==> src/rtl/decoder_pkg.sv <==
// Shared definitions for the sweeping one-hot decoder.
// Build option: DECODER_SKIP_ZERO_EN keeps output bit 0 (hard-wired register 0)
// permanently low. With it, sweeps start at index 1.
package decoder_pkg;

  typedef enum logic [1:0] {
    ST_IDLE  = 2'd0,
    ST_SWEEP = 2'd1,
    ST_DONE  = 2'd2
  } state_e;

  // Widest select the shared helper supports; decoders narrower than this truncate.
  localparam int MAX_SEL_W = 8;
  localparam int MAX_OUT_W = 1 << MAX_SEL_W;

`ifdef DECODER_SKIP_ZERO_EN
  localparam bit SKIP_ZERO = 1'b1;
`else
  localparam bit SKIP_ZERO = 1'b0;
`endif

  // Index of the first output that a sweep visits.
  localparam int FIRST_IDX = SKIP_ZERO ? 1 : 0;

  function automatic logic [MAX_OUT_W-1:0] onehot(input logic [MAX_SEL_W-1:0] sel,
                                                  input logic                 en);
    logic [MAX_OUT_W-1:0] r;
    r = '0;
    if (en) r[sel] = 1'b1;
    return r;
  endfunction

endpackage

==> src/rtl/decoder_onehot.sv <==
// Combinational SEL_W:2^SEL_W one-hot decoder with enable (all-zero when disabled).
module decoder_onehot
  import decoder_pkg::*;
#(
  parameter int SEL_W = 5
) (
  input  logic [SEL_W-1:0]      sel_i,
  input  logic                  en_i,
  output logic [(1<<SEL_W)-1:0] onehot_o
);

  localparam int OUT_W = 1 << SEL_W;

  // The helper decodes at its widest size; only the low OUT_W bits can ever be set.
  assign onehot_o = OUT_W'(onehot(MAX_SEL_W'(sel_i), en_i));

endmodule

==> src/rtl/decoder_sweep.sv <==
// Registered one-hot decoder with enable plus a self-timed sweep mode that walks
// a single one-hot bit across every output (register-file clear / BIST).
// Build option: DECODER_SKIP_ZERO_EN suppresses output bit 0 for direct decodes and sweeps.
module decoder_sweep
  import decoder_pkg::*;
#(
  parameter int SEL_W       = 5,
  parameter int STEP_CYCLES = 1
) (
  input  logic                  clk,
  input  logic                  rst,
  input  logic                  en,
  input  logic [SEL_W-1:0]      i,
  input  logic                  sweep_start,
  input  logic                  sweep_abort,
  output logic [(1<<SEL_W)-1:0] d,
  output logic                  busy,
  output logic                  done,
  output logic [SEL_W-1:0]      idx
);

  localparam int OUT_W = 1 << SEL_W;
  localparam int CNT_W = (STEP_CYCLES > 1) ? $clog2(STEP_CYCLES) : 1;

  localparam logic [SEL_W-1:0] FIRST     = SEL_W'(FIRST_IDX);
  localparam logic [SEL_W-1:0] LAST      = SEL_W'(OUT_W - 1);
  localparam logic [CNT_W-1:0] CNT_LAST  = CNT_W'(STEP_CYCLES - 1);

  state_e             state_q, state_d;
  logic [SEL_W-1:0]   idx_q, idx_d;
  logic [CNT_W-1:0]   cnt_q, cnt_d;
  logic [OUT_W-1:0]   d_q;

  logic [SEL_W-1:0]   dec_sel;
  logic               dec_en;
  logic [OUT_W-1:0]   dec_out;

  decoder_onehot #(
    .SEL_W (SEL_W)
  ) u_onehot (
    .sel_i    (dec_sel),
    .en_i     (dec_en),
    .onehot_o (dec_out)
  );

  // Next-state, counters and decoder select; the decoder output is next d.
  always_comb begin
    state_d = state_q;
    idx_d   = idx_q;
    cnt_d   = cnt_q;
    dec_sel = i;
    dec_en  = 1'b0;
    unique case (state_q)
      ST_IDLE: begin
        if (sweep_start) begin
          state_d = ST_SWEEP;
          idx_d   = FIRST;
          cnt_d   = '0;
          dec_sel = FIRST;
          dec_en  = 1'b1;
        end else begin
          dec_sel = i;
          dec_en  = en && !(SKIP_ZERO && (i == '0));
        end
      end
      ST_SWEEP: begin
        if (sweep_abort) begin
          state_d = ST_IDLE;
          idx_d   = '0;
          cnt_d   = '0;
        end else if (cnt_q == CNT_LAST) begin
          cnt_d = '0;
          if (idx_q == LAST) begin
            state_d = ST_DONE;
            idx_d   = '0;
          end else begin
            idx_d   = idx_q + 1'b1;
            dec_sel = idx_q + 1'b1;
            dec_en  = 1'b1;
          end
        end else begin
          cnt_d   = cnt_q + 1'b1;
          dec_sel = idx_q;
          dec_en  = 1'b1;
        end
      end
      ST_DONE: begin
        state_d = ST_IDLE;
        idx_d   = '0;
        cnt_d   = '0;
      end
      default: begin
        // Unused encoding 2'd3: fall back to IDLE with everything cleared.
        state_d = ST_IDLE;
        idx_d   = '0;
        cnt_d   = '0;
      end
    endcase
  end

  // State, counters and decode output registers with synchronous reset.
  always_ff @(posedge clk) begin
    if (rst) begin
      state_q <= ST_IDLE;
      idx_q   <= '0;
      cnt_q   <= '0;
      d_q     <= '0;
    end else begin
      state_q <= state_d;
      idx_q   <= idx_d;
      cnt_q   <= cnt_d;
      d_q     <= dec_out;
    end
  end

  assign d    = d_q;
  assign idx  = idx_q;
  assign busy = (state_q == ST_SWEEP);
  assign done = (state_q == ST_DONE);

endmodule

==> config.mk <==
export PLATFORM = sky130hd
export DESIGN_NAME = decoder_sweep
export DESIGN_NICKNAME = d
export VERILOG_FILES = /design/src/rtl/decoder_pkg.sv /design/src/rtl/decoder_onehot.sv /design/src/rtl/decoder_sweep.sv
export SDC_FILE = /design/constraint.sdc
export NUM_CORES = 1
export LEC_CHECK = 0
export ABC_AREA = 1
export CORE_MARGIN = 8
export CORE_UTILIZATION = 46
export CTS_CLUSTER_SIZE = 40
export DETAILED_ROUTE_END_ITERATION = 8
export GPL_ROUTABILITY_DRIVEN = 0
export PLACE_DENSITY = 0.83
export SLEW_MARGIN = 25
export SYNTH_ARGS = -nofsm -noshare
export SYNTH_HDL_FRONTEND = slang
export SYNTH_SLANG_ARGS = --single-unit
==> constraint.sdc <==
create_clock -name clk -period 3.02 [get_ports clk]
set_clock_uncertainty 0.1 [all_clocks]
set_input_delay 0.604 -clock clk [delete_from_list [all_inputs] [get_ports clk]]
set_output_delay 0.604 -clock clk [all_outputs]
set_load 0.005 [all_outputs]
==> metrics.md, run 1 <==
| Metric | Value |
|---|---|
| Status | `completed` |
| Initial Util | `48.6%` |
| Reg clk slew, reported paths | `0.11 ns` |
| PD cells | `492 nW/um2` |
| H-tree levels | `2` |
| Share of post-route cells with drive strength above 1 | `8.10%` |
| Global route overflow | `0` |
| Worst Path Arrival | `1.56 ns` |
| Largest cells by area after synthesis | `dfxtp_1, nor2_1, nand2_1` |
| HP Class | `register to register` |
| Global-route wire length before repair | `5390 um` |
| DR DRC count | `0` |
| #FFs+latches synth | `39` |
| Endpoints failing setup | `0` |
| Clock Tree Buf Depth | `2` |
| Fin area | `1940 um2` |
| Cell with the most instances after synthesis | `nor2_1` |
| Yosys warns | `0` |
| DR vias | `1,198` |
| Total iterations of the first detailed-routing run | `4` |
| Worst Hold Slack | `0.429 ns` |
| Primary FF master, synth | `dfxtp_1` |
| Routed WL | `3270 um` |
| Nets | `222` |
| Worst Hold Depth | `2` |
| Antenna-violating nets left | `0` |
| Starting DRC count in detailed routing | `28` |
| Worst-skew pair later-pin latency | `0.34 ns` |
| Final setup margin | `0.754 ns` |
| Site row count | `19` |
| Fin crit share | `75.0%` |
| Total Neg Setup Slack | `0 ns` |
| Synth top area share | `58.3%` |
| GR Util All Layers | `13.3%` |
| Die height | `70.0 um` |
| Final Hold Violating Endpoints | `0` |
| Post-CTS Setup Inserts | `0` |
| Number of antenna violations at the first check in global routing | `0` |
| Largest net degree at the start of global routing | `14` |
| Die ar. | `4900 um2` |
| Yosys cell types | `20` |
| Synth Instances | `155` |
| Root Buffer Master | `clkbuf_4` |
| Final Util | `70.2%` |
| Largest area contributor in the netlist | `dfxtp_1` |
| Total CTS buffers | `5` |
| HPWL after DPL | `2650 um` |
| Required @ worst endpoint | `2.32 ns` |
| Measured slew at the worst slew-check pin | `0.624 ns` |
| Max Cap Viol | `0` |
| Vias in the first global route | `1,210` |
| CTS tree | `built` |
| Max FO, Critical Path | `8` |
| Post-Syn Area | `1340 um2` |
| Hold buffers post-CTS | `0` |
| Critical Path Source Type | `register` |
| Post-synth ARST share | `0%` |
| Max-slew violation count | `0` |
| Placed Instances | `233` |
| Tot Pwr | `0.952 mW` |
| Post-synth EDFFs | `0` |
| Post-place setup slack | `0.743 ns` |
| Post-layout min period | `2.27 ns` |
| Filler cells | `227` |
| Area Overhead vs Synth | `44.5%` |
| Worst Reg-to-Reg Cells | `12` |
| Diodes inserted | `0` |
| Peak VDD IR | `0.000402 V` |
| Pleak | `0.750 nW` |
| Kind of critical path | `register to primary output` |
| Die X | `70.0 um` |
| Post-synthesis sequential area ratio | `58.3%` |
| Final Non-Filler Cells | `241` |
| CTS resizes | `0` |
| Highest clock rate | `441 MHz` |
| Syn avg cell area | `8.65 um2` |
| # IOs | `49` |
| Wire per inst | `13.6 um` |
| Max-slew headroom | `58.1%` |
| CTS sink cnt | `39` |
| Synthesized Nets | `168` |
| Critical path capture point type | `primary output` |
| RSZ-0062 raised after global routing | `false` |
| Core Area | `2760 um2` |
| Commonest cells in the netlist | `nor2_1, dfxtp_1, nand2_1` |
| Placed cell areas | `1860 um2` |
| Routed vias/inst | `4.97` |
| IO Port Bufs | `48` |
[power by group]
group | leakage [nW] | internal [mW] | switching [mW]
clock | 0.0452 | 0.174 | 0.163
sequential | 0.315 | 0.521 | 0.00411
combinational | 0.390 | 0.0363 | 0.0541
[final cells by class]
cell class / count / area, um2 / area share, %
flip-flops and latches: 39 / 781 / 40.3
multi-input cells: 102 / 507 / 26.2
repair buffers: 48 / 480 / 24.8
inverters: 13 / 48.8 / 2.52
clock inverters: 3 / 43.8 / 2.26
well taps: 31 / 38.8 / 2.00
clock buffers: 5 / 37.5 / 1.94
[layout by cell type (no fill, tap or decap), types with 2 or more instances in the layout]
cell type,count
clkdlybuf4s50_1,48
inv_1,12
nor2_1,40
dfxtp_1,39
nand2_1,22
nand3_2,4
nand3_1,16
nand2_2,2
clkbuf_4,5
ha_1,3
o21ai_0,2
a21oi_1,5
[registers in the layout, indices dropped and copies added, names as in the netlist]
register / flops
d: 32
idx: 5
state_q: 2
[critical path: stages, from the launching register on]
cell and delay, ns:
dfxtp_1 0.43, inv_2 0.07, nor2_4 0.19, clkdlybuf4s50_1 0.55
[layer usage]
metal  part of all wire (%)  vias up  track usage [%]
met5                      0        -                0
li1                       -      601                -
met1                     40      543             12.4
met2                     49       49             23.4
met3                     10        5             7.63
met4                    1.5        0             5.36
[final timing paths]
path | start | endpoint | slack (ns)
worst max register to register | idx[0] | d[5] | 0.81
worst min-delay path | idx[3] | idx[3] | 0.43
worst min register to register | idx[3] | idx[3] | 0.43
worst max-delay path | state_q[0] | busy | 0.75
[kinds of logic (layout without fill, tap and decap cells)]
group	count (synthesis)	count (layout)	share of synthesized area [%]
xor+xnor	1	1	0.654
flops	39	39	58.3
simple gates	88	88	29.4
fa+ha+maj	3	3	2.80
compound gates	10	10	4.95
buf+inv	14	69	3.92
(Power assumes the default switching activity.)
==> inputs of run 2 (changes only) <==
--- a/config.mk
+++ b/config.mk
@@ -7,11 +7,11 @@
 export LEC_CHECK = 0
 export ABC_AREA = 1
 export CORE_MARGIN = 8
-export CORE_UTILIZATION = 46
+export CORE_UTILIZATION = 39
 export CTS_CLUSTER_SIZE = 40
 export DETAILED_ROUTE_END_ITERATION = 8
 export GPL_ROUTABILITY_DRIVEN = 0
-export PLACE_DENSITY = 0.83
+export PLACE_DENSITY = 0.75
 export SLEW_MARGIN = 25
 export SYNTH_ARGS = -nofsm -noshare
 export SYNTH_HDL_FRONTEND = slang
==> constraint.sdc (replaced) <==
create_clock -name clk -period 1.8 [get_ports clk]
set_clock_uncertainty 0.1 [all_clocks]
set_input_delay 0.36 -clock clk [delete_from_list [all_inputs] [get_ports clk]]
set_output_delay 0.36 -clock clk [all_outputs]
set_load 0.005 [all_outputs]
==> run 2 against run 1 <==
Against the previous run: the flow now finishes with violations (negative setup slack); sequential cell count unchanged; sequential power up 67%; setup slack got worse by 0.82 ns; power grew 84%; register-to-register slack worse by 0.88 ns; via count up 12%; cell count is 16% higher; clock-buffer cell count did not move; critical endpoint is now d[11].
==> metrics.md, run 2 (synthesis gave the netlist of run 1 again) <==
| Metric | Value |
|---|---|
| GR Util All Layers | `14.1%` |
| Routed vias/inst | `4.82` |
| Share of post-route cells with drive strength above 1 | `41.6%` |
| Slowest CP cell | `dfxtp_2` |
| Commonest non-fill, non-tap cells in the layout | `clkdlybuf4s50_1, dfxtp_1, nor2_1, buf_4, nor2_2` |
| Top sig layer | `met4` |
| Highest clock rate | `535 MHz` |
| Worst Reg-to-Reg Cells | `9` |
| Number of antenna violations at the first check in global routing | `0` |
| Crit-path max cell delay | `0.36 ns` |
| Antenna-violating nets left | `0` |
| Die height | `74.6 um` |
| Max reg flops | `32` |
| Reg clk slew, reported paths | `0.12 ns` |
| Failing checks | `negative setup slack` |
| HP Class | `register to register` |
| PD cells | `707 nW/um2` |
| Required @ worst endpoint | `1.99 ns` |
| Commonest non-fill, non-tap cell in the layout | `clkdlybuf4s50_1` |
| DR WL met2 | `2290 um` |
| Final setup margin | `-0.0688 ns` |
| Nets | `245` |
| Core Area | `3310 um2` |
| Site row count | `21` |
| CTS sink cnt | `39` |
| Post-layout min period | `1.87 ns` |
| Fin crit share | `104%` |
| Crit path cell chain | `ha_4 > nand2_4 > nor2_4 > ha_4 > nor2_2 > nand3_1 > nand3_4 > nand3_4 > nor2_2` |
| Root Buffer Master | `clkbuf_4` |
| IO Port Bufs | `48` |
| HPWL after DPL | `2690 um` |
| Post-place setup slack | `-0.173 ns` |
| Initial Util | `40.5%` |
| H-tree levels | `2` |
| Die X | `74.6 um` |
| Routed WL | `4430 um` |
| Total iterations of the first detailed-routing run | `4` |
| # IOs | `49` |
| Worst R2R End | `d[11]` |
| Max FO, Critical Path | `8` |
| Die ar. | `5570 um2` |
| Crit path launch | `idx[1]` |
| Worst Hold Depth | `2` |
| Worst Path Arrival | `2.06 ns` |
| Largest net degree at the start of global routing | `14` |
| Met1 wire length | `1700 um` |
| DR DRC count | `0` |
| Endpoints failing setup | `32` |
| Area Overhead vs Synth | `85.0%` |
| Global-route wire length before repair | `5840 um` |
| Clock Tree Buf Depth | `2` |
| CP endpoint | `d[11]` |
| Critical path capture point type | `register` |
| Starting DRC count in detailed routing | `82` |
| CTS tree | `built` |
| Final Util | `74.9%` |
| Max-slew headroom | `77.0%` |
| Critical Path Source Type | `register` |
| Status | `complete, but fails checks` |
| Pleak | `0.967 nW` |
| Tot Pwr | `1.75 mW` |
| Peak VDD IR | `0.000364 V` |
| Flop2flop setup slack | `-0.07 ns` |
| Final Hold Violating Endpoints | `0` |
| Total CTS buffers | `5` |
| Vias in the first global route | `1,295` |
| Wire per inst | `15.9 um` |
| RSZ-0062 raised after global routing | `true` |
| Worst-skew pair later-pin latency | `0.36 ns` |
| DR vias | `1,345` |
| Max-slew violation count | `0` |
| Max Cap Viol | `0` |
| Diodes inserted | `0` |
| Kind of critical path | `register to register` |
| Measured slew at the worst slew-check pin | `0.342 ns` |
| Global route overflow | `0` |
| WL met3 | `365 um` |
| RR Startpoint | `idx[1]` |
run 2: cell types whose count changed in the layout (fill, tap and decap cells not counted), moves of 5 or more:
cell	change
clkdlybuf4s50_1	-6
nand3_1	-13
dfxtp_1	-7
nor2_1	-17
nand3_4	+10
inv_1	-7
nand2_4	+5
buf_4	+20
nand2_1	-10
nor2_2	+13
run 2: area by class of cell:
type | instances | area, um2
fill | 242 | 832
multi-input combinational | 102 | 811
sequential | 39 | 797
timing repair buffer | 71 | 673
inverter | 13 | 58.8
tap | 46 | 57.6
clock inverter | 3 | 43.8
clock buffer | 5 | 37.5
run 2: worst min-delay path by stage:
stage                  to   startpoint
2_1_floorplan  state_q[1]  sweep_abort
3_3_place_gp       idx[4]       idx[4]
3_5_place_dp       idx[4]       idx[4]
4_1_cts            idx[4]       idx[4]
5_1_grt            idx[4]       idx[4]
6_report           idx[4]       idx[4]
run 2: power breakdown:
group          internal [mW]  leakage (nW)  total, mW  switching [mW]
Sequential             0.871         0.319      0.878         0.00672
Clock                  0.292        0.0452      0.597           0.305
Combinational          0.117         0.603      0.277           0.161
run 2: layer usage:
layer  track usage, %  vias to the layer above
met1             14.5                      622
met2             24.8                       60
met5                0                        -
li1                 -                      653
met4             6.74                        0
met3             5.06                       10
run 2: what timing repair did:
item	CTS	global route
buffers inserted	5	1
setup endpoints to repair	37	35
gates resized for setup	51	44
pin swaps	7	13
hold buffers	0	0
run 2: worst max-delay path, delay by kind of cell (launching register included):
family                     cells  cell delay (ns)
and+or+nand+nor                7             1.01
adders and majority gates      2             0.33
DFF                            1             0.36
run 2: stage by stage:
| stage | setup TNS, ns | cell area [um2] | hold slack, ns | instances |
|---|---|---|---|---|
| final | -0.861 | 2480 | 0.437 | 279 |
| after global routing | -4.01 | 2480 | 0.462 | 279 |
| after CTS | 0 | 2290 | 0.421 | 278 |
| after detailed placement | -4.95 | 2000 | 0.401 | 265 |
| after global placement | -3.88 | 2000 | 0.396 | 265 |
| after floorplan | 0 | 1340 | 0.337 | 155 |
==> inputs of run 3 (changes only) <==
--- a/config.mk
+++ b/config.mk
@@ -7,11 +7,11 @@
 export LEC_CHECK = 0
 export ABC_AREA = 1
 export CORE_MARGIN = 8
-export CORE_UTILIZATION = 39
+export CORE_UTILIZATION = 46
 export CTS_CLUSTER_SIZE = 40
 export DETAILED_ROUTE_END_ITERATION = 8
 export GPL_ROUTABILITY_DRIVEN = 0
-export PLACE_DENSITY = 0.75
+export PLACE_DENSITY = 0.8
 export SLEW_MARGIN = 25
 export SYNTH_ARGS = -nofsm -noshare
 export SYNTH_HDL_FRONTEND = slang
==> constraint.sdc (replaced) <==
create_clock -name clk -period 2.2 [get_ports clk]
set_clock_uncertainty 0.1 [all_clocks]
set_input_delay 0.44 -clock clk [delete_from_list [all_inputs] [get_ports clk]]
set_output_delay 0.44 -clock clk [all_outputs]
set_load 0.005 [all_outputs]
==> run 3 against run 2 <==
Against the previous run: the run now ends clean; sequential cell count did not move; power decreased by 32%; design area down 21%; critical path depth decreased by 6; largest power group unchanged; clock-buffer cell count increased by 2; clock power fell by 44%; setup slack gained 0.22 ns.
==> metrics.md, run 3 (synthesis gave the netlist of run 1 again) <==
| Metric | Value |
|---|---|
| Antenna-violating nets left | `0` |
| IO Port Bufs | `48` |
| HP Class | `register to register` |
| Share of post-route cells with drive strength above 1 | `12.7%` |
| Wire per inst | `14.8 um` |
| Critical path capture point type | `primary output` |
| Diodes inserted | `0` |
| Status | `completed` |
| Die X | `70.0 um` |
| HPWL after DPL | `2840 um` |
| Final Hold Violating Endpoints | `0` |
| Largest net degree at the start of global routing | `12` |
| Root Buffer Master | `clkbuf_4` |
| CTS sink cnt | `39` |
| Vias in the first global route | `1,303` |
| Number of antenna violations at the first check in global routing | `0` |
| Total Neg Setup Slack | `0 ns` |
| Total iterations of the first detailed-routing run | `4` |
| Routed WL | `3620 um` |
| Fin crit share | `93.2%` |
| Max reg flops | `32` |
| Reg clk slew, reported paths | `0.10 ns` |
| Tot Pwr | `1.19 mW` |
| Global route overflow | `0` |
| Kind of critical path | `register to primary output` |
| Register area | `783 um2` |
| Area Overhead vs Synth | `45.4%` |
| Clock Tree Buf Depth | `2` |
| Post-layout min period | `2.05 ns` |
| Highest clock rate | `488 MHz` |
| DR DRC count | `0` |
| Die ar. | `4900 um2` |
| Total CTS buffers | `5` |
| DR vias | `1,258` |
| Critical Path Source Type | `register` |
| GR Util All Layers | `14.5%` |
| # IOs | `49` |
| CTS tree | `built` |
| Worst Path Arrival | `1.51 ns` |
| Measured slew at the worst slew-check pin | `0.321 ns` |
| Die height | `70.0 um` |
| Pleak | `0.750 nW` |
| Filler cells | `233` |
| Final Util | `70.6%` |
| Commonest non-fill, non-tap cells in the layout | `clkdlybuf4s50_1, nor2_1, dfxtp_1, nand2_1, nand3_1` |
| Peak VDD IR | `0.000573 V` |
| Worst Hold Slack | `0.418 ns` |
| Hold buffers post-CTS | `0` |
| Routed vias/inst | `5.16` |
| Max FO, Critical Path | `8` |
| Starting DRC count in detailed routing | `42` |
| Worst-skew pair later-pin latency | `0.34 ns` |
| Global-route wire length before repair | `5880 um` |
| Site row count | `19` |
| Endpoints failing setup | `0` |
| H-tree levels | `2` |
| PD cells | `612 nW/um2` |
| Core Area | `2760 um2` |
| Multi-input logic area | `524 um2` |
| Max-slew violation count | `0` |
| Initial Util | `48.6%` |
| Nets | `225` |
| Required @ worst endpoint | `1.66 ns` |
| Commonest non-fill, non-tap cell in the layout | `clkdlybuf4s50_1` |
| Max Cap Viol | `0` |
| Max-slew headroom | `78.4%` |
==> run 3: critical path, cell delays in order, from the launching register on <==
cell             delay (ns)
dfxtp_2                0.39
inv_2                  0.05
nor2_4                 0.19
clkdlybuf4s50_1        0.55
==> run 3: where the power goes <==
group	switching [mW]	total [mW]	internal [mW]
combinational	0.0802	0.136	0.0557
sequential	0.00478	0.720	0.715
clock	0.212	0.336	0.125
==> run 3: cell type report <==
type | count | area share, %
clock buffers | 7 | 2.31
multi-input cells | 102 | 26.9
well taps | 31 | 1.99
repair buffers | 51 | 25.8
clock inverters | 1 | 0.257
flip-flops and latches | 39 | 40.2
inverters | 13 | 2.50
==> run 3: path summary, 6_finish.rpt <==
kind | depth (start not counted) | startpoint | end | slack [ns]
worst max-delay path | 3 | state_q[0] | busy | 0.15
worst min-delay path | 2 | idx[4] | idx[4] | 0.42
worst max register to register | 12 | idx[1] | d[3] | 0.17
worst min register to register | 2 | idx[4] | idx[4] | 0.42
==> run 3: metrics by stage <==
| stage | setup WS [ns] | instance area [um2] | std cells |
|---|---|---|---|
| after CTS | 0.0431 | 1930 | 244 |
| after global placement | 0.156 | 1880 | 236 |
| final | 0.151 | 1950 | 244 |
| after floorplan | 0.419 | 1340 | 155 |
| after global routing | -0.00869 | 1950 | 244 |
| after detailed placement | 0.0835 | 1880 | 236 |
==> run 3: what timing repair did <==
| item | CTS | global route |
|---|---|---|
| setup endpoints to repair | 0 | 32 |
| resized for setup | 0 | 9 |
| buffers inserted | 0 | 0 |
==> run 3: metal layers <==
metal  GRT usage, %  share of wire, %  vias to the layer above
li1               -                 -                      608
met1           13.1                38                      582
met2           25.0                49                       54
met3           8.05               9.5                       14
met4           8.71               3.1                        0
met5              0                 0                        -
